<file path="src/rtl/reg_file_param.sv">
// Parametrised register file: one synchronous write port, two combinational read
// ports, optional write-to-read bypass, optional hardwired-zero register 0.
module reg_file_param #(
    parameter int WIDTH    = 32,
    parameter int DEPTH    = 4,
    parameter int BYPASS   = 1,
    parameter int ZERO_REG = 0
) (
    input  logic                       clk,
    input  logic                       reset,
    input  logic                       wr_en,
    input  logic [$clog2(DEPTH)-1:0]   wr_no,
    input  logic [WIDTH-1:0]           wr_data,
    input  logic [$clog2(DEPTH)-1:0]   rd_no1,
    input  logic [$clog2(DEPTH)-1:0]   rd_no2,
    output logic [WIDTH-1:0]           rd_data1,
    output logic [WIDTH-1:0]           rd_data2,
    output logic [DEPTH-1:0]           written
);

    localparam int AW = $clog2(DEPTH);

    logic [WIDTH-1:0] r_regs [DEPTH];
    logic [DEPTH-1:0] r_written;
    logic [DEPTH-1:0] w_wr_dec;
    logic             w_fwd_ok;

    // One-hot write strobe; register 0 is masked out when it is hardwired to zero.
    always_comb begin
        w_wr_dec = '0;
        if (wr_en) begin
            w_wr_dec[wr_no] = 1'b1;
        end
        if (ZERO_REG != 0) begin
            w_wr_dec[0] = 1'b0;
        end
    end

    always_ff @(posedge clk) begin
        if (!reset) begin
            for (int i = 0; i < DEPTH; i++) begin
                r_regs[i] <= '0;
            end
            r_written <= '0;
        end else begin
            for (int i = 0; i < DEPTH; i++) begin
                if (w_wr_dec[i]) begin
                    r_regs[i]    <= wr_data;
                    r_written[i] <= 1'b1;
                end
            end
        end
    end

    // Forwarding is only legal when the write will actually land on this edge.
    assign w_fwd_ok = (BYPASS != 0) && reset && wr_en;

    always_comb begin
        rd_data1 = r_regs[rd_no1];
        if ((ZERO_REG != 0) && (rd_no1 == AW'(0))) begin
            rd_data1 = '0;
        end else if (w_fwd_ok && (wr_no == rd_no1)) begin
            rd_data1 = wr_data;
        end
    end

    always_comb begin
        rd_data2 = r_regs[rd_no2];
        if ((ZERO_REG != 0) && (rd_no2 == AW'(0))) begin
            rd_data2 = '0;
        end else if (w_fwd_ok && (wr_no == rd_no2)) begin
            rd_data2 = wr_data;
        end
    end

    assign written = r_written;

endmodule
</file>
<file path="config.mk">
export PLATFORM = sky130hd
export DESIGN_NAME = reg_file_param
export DESIGN_NICKNAME = d
export VERILOG_FILES = /design/src/rtl/reg_file_param.sv
export SDC_FILE = /design/constraint.sdc
export NUM_CORES = 1
export LEC_CHECK = 0
export CAP_MARGIN = 10
export CORE_MARGIN = 3
export CORE_UTILIZATION = 50
export CTS_CLUSTER_DIAMETER = 30
export DETAILED_ROUTE_END_ITERATION = 6
export GPL_TIMING_DRIVEN = 0
export PLACE_DENSITY = 0.74
export SYNTH_ARGS = -nofsm -noshare
export SYNTH_HDL_FRONTEND = slang
export SYNTH_SLANG_ARGS = --single-unit
</file>
<file path="constraint.sdc">
create_clock -name clk -period 4.1 [get_ports clk]
set_clock_uncertainty 0.05 [all_clocks]
set_input_delay 0.41 -clock clk [delete_from_list [all_inputs] [get_ports clk]]
set_output_delay 0.41 -clock clk [all_outputs]
set_load 0.01 [all_outputs]
</file>
==> flow_metrics.env <==
export IMPL_setup_slack_ns=1.10
export IMPL_critPathArrivalTime_ns=2.54
export IMPL_routed_via_count=4495
export IMPL_max_slew_margin_rel_pct=43.4
export IMPL_io_buffer_count=101
export IMPL_grt_max_degree=25
export IMPL_slew_violations=0
export IMPL_cts_tree="built"
export IMPL_vias_per_cell=5.88
export IMPL_syn_nets=490
export IMPL_crit_slowest_cell="clkdlybuf4s50_1"
export IMPL_ff2ff_path_depth=1
export IMPL_cts_sinks=132
export IMPL_worstMarginPinSlew_ns=0.849
export IMPL_cp_num_buf_inv=3
export IMPL_wl_per_cell_um=23.5
export IMPL_critPathTopFamily="buffers and inverters"
export IMPL_worstPathRequired_ns=3.64
export IMPL_finalHoldViolations=0
export IMPL_detailed_place_hpwl_um=11800
export IMPL_netlist_area_um2=7380
export IMPL_first_pass_iters=4
export IMPL_synthCells=449
export IMPL_post_route_period_util_pct=73.2
export IMPL_ctsHoldBuffers=0
export IMPL_ys_warn_count=0
export IMPL_worstHoldStart="reset"
export IMPL_cp_start_kind="input port"
export IMPL_total_power_mw=3.96
export IMPL_fin_area_um2=9360
export IMPL_worst_r2r_endpoint="written[2]$_SDFFE_PN0P_"
export IMPL_gp_congestion=0.773
export IMPL_htree_num_levels=4
export IMPL_initialDrtViolationCount=454
export IMPL_gr_usage_all_layers_pct=23.1
export IMPL_maxCapViolations=0
export IMPL_ir_drop_mv=0.281
export IMPL_clk_pin_slew_ns=0.06
export IMPL_place_area_um2=8730
export IMPL_synth_distinct_cells=24
export IMPL_fin_crit_ns=3.00
export IMPL_coreArea_um2=14100
export IMPL_dpl_worst_slack_ns=1.09
export IMPL_route_met3_wl_um=1100
export IMPL_synth_area_per_cell_um2=16.4
export IMPL_crit_path_max_fanout=10
export IMPL_met2WireLength_um=9560
export IMPL_start_util_pct=52.2
export IMPL_cts_buffers_inserted=17
export IMPL_slowest_delay_ns=0.57
export IMPL_gr_total_overflow=0
export IMPL_drive_above_1_share_pct=30.1
export IMPL_io_pins=109
export IMPL_hold_class="in -> reg"
export IMPL_root_buffer="clkbuf_16"
export IMPL_maxUsedRoutingLayer="met4"
export IMPL_die_w_um=128
export IMPL_postCtsSetupBuffers=0
export IMPL_die_area_um2=16300
export IMPL_power_density_nw_per_um2=423
export IMPL_hold_slack_ns=0.310
export IMPL_setup_viol=0
export IMPL_die_h_um=128
export IMPL_p_leak_nw=3.36
export IMPL_met1Wirelength_um=7160
export IMPL_area_growth_pct=26.8
export IMPL_reg2reg_from="written[2]$_SDFFE_PN0P_"
export IMPL_critPathCaptureType="output pin"
export IMPL_path_common_cell="clkdlybuf4s50_1"
export IMPL_synth_seq_cells=132
export IMPL_rows=43
export IMPL_crit_path_cell_trace="clkdlybuf4s50_1 -> nand2_4 -> nor3_4 -> buf_6 -> mux2_2 -> clkdlybuf4s50_1"
export IMPL_grt_pass1_vias=4870
export IMPL_antenna_found_initial=0
export IMPL_rsz0062_at_grt="false"
export IMPL_postRouteWirelength_um=18000
export IMPL_fillerInstances=971
export IMPL_cts_resized=0
export IMPL_fmax_mhz=333
export IMPL_drcViolationCount=0
export IMPL_antenna_cells=0
export IMPL_cts_max_path_buffers=2
export IMPL_status="finished, final reports clean"
export IMPL_grt_pass1_wl_um=27800
export IMPL_clkLatencyLatePin_ns=0.41
export IMPL_mostFrequentLayoutCells="and2_1 (128), edfxtp_1 (128), clkdlybuf4s50_1 (101)"
export IMPL_ff2ff_setup_slack_ns=3.47
export IMPL_hold_end="written[0]$_SDFFE_PN0P_"
export IMPL_final_nets=614
export IMPL_yosysSeqAreaShare_pct=53.1
export IMPL_detail_route_antenna_nets=0
export IMPL_criticalPathCategory="in -> out"
export IMPL_whs_path_depth=2
[Yosys cell counts]
cell	count	area share, %
nand2_1	3	0.15
nor2_1	1	0.051
buf_6	12	1.8
buf_4	1	0.10
nor3_4	2	0.44
clkbuf_2	4	0.27
dfxtp_1	4	1.1
mux4_1	14	5.0
nor3b_1	1	0.10
mux4_2	50	15
nand3_1	2	0.14
nand2b_1	1	0.085
and2_1	128	11
xor2_1	4	0.47
buf_2	2	0.14
nand2_4	1	0.15
inv_1	1	0.051
edfxtp_1	128	52
a21o_1	4	0.41
buf_12	2	0.54
mux2_2	64	9.8
o21ai_0	2	0.14
nor3_1	2	0.14
clkbuf_1	16	0.81
[sequential cells by signal, indices dropped and copies added (netlist names)]
register	flops
r_regs	128
written	4
[final cells by class]
class | count | area, um2 | area share, %
repair buffers | 105 | 1090 | 11.7
inverters | 1 | 3.75 | 0.0401
flip-flops and latches | 132 | 3920 | 41.9
clock buffers | 17 | 425 | 4.54
clock inverters | 14 | 211 | 2.26
well taps | 180 | 225 | 2.41
multi-input cells | 279 | 3210 | 34.3
plain buffers | 37 | 273 | 2.91
[power breakdown]
part | switching (mW) | total, mW | internal, mW | leakage [nW]
logic | 0.283 | 0.689 | 0.405 | 1.77
clock network | 0.570 | 1.64 | 1.07 | 0.298
registers | 0.0452 | 1.63 | 1.58 | 1.29
total | 0.899 | 3.96 | 3.06 | 3.36
[per-layer routing]
layer | track usage, % | vias up
met5 | 0 | -
met4 | 5.93 | 0
met3 | 5.14 | 18
met2 | 40.2 | 170
met1 | 29.4 | 2315
li1 | - | 1992
[how the worst max path moves through the flow]
stage,start,to,slack (ns),depth (start not counted)
6_report,wr_en,rd_data2[18],1.10,6
5_1_grt,wr_en,rd_data2[16],1.04,6
4_1_cts,wr_en,rd_data2[18],1.09,6
3_5_place_dp,wr_en,rd_data2[17],1.09,6
3_3_place_gp,wr_en,r_regs[0][15]$_SDFFCE_PN0P_,-1.80,3
2_1_floorplan,wr_no[0],r_regs[0][0]$_SDFFCE_PN0P_,0.58,3
[per-stage QoR]
step                TNS [ns]  utilization, %  cells
finish                     0            66.2    765
global route               0            66.2    765
CTS                        0            66.2    765
detailed placement         0            61.7    734
global placement     -111.37            60.9    730
floorplan                  0               -    449
[cells by family (layout without fill, tap and decap cells)]
| logic type | after synthesis | in the layout | share of synthesized area (%) |
|---|---|---|---|
| xor+xnor | 4 | 4 | 0.474 |
| compound gates | 6 | 6 | 0.542 |
| mux | 128 | 128 | 30.0 |
| flops | 132 | 132 | 53.1 |
| simple gates | 141 | 141 | 12.1 |
| buf+inv | 38 | 174 | 3.75 |
Note: power is estimated with default switching activity, not from simulation.
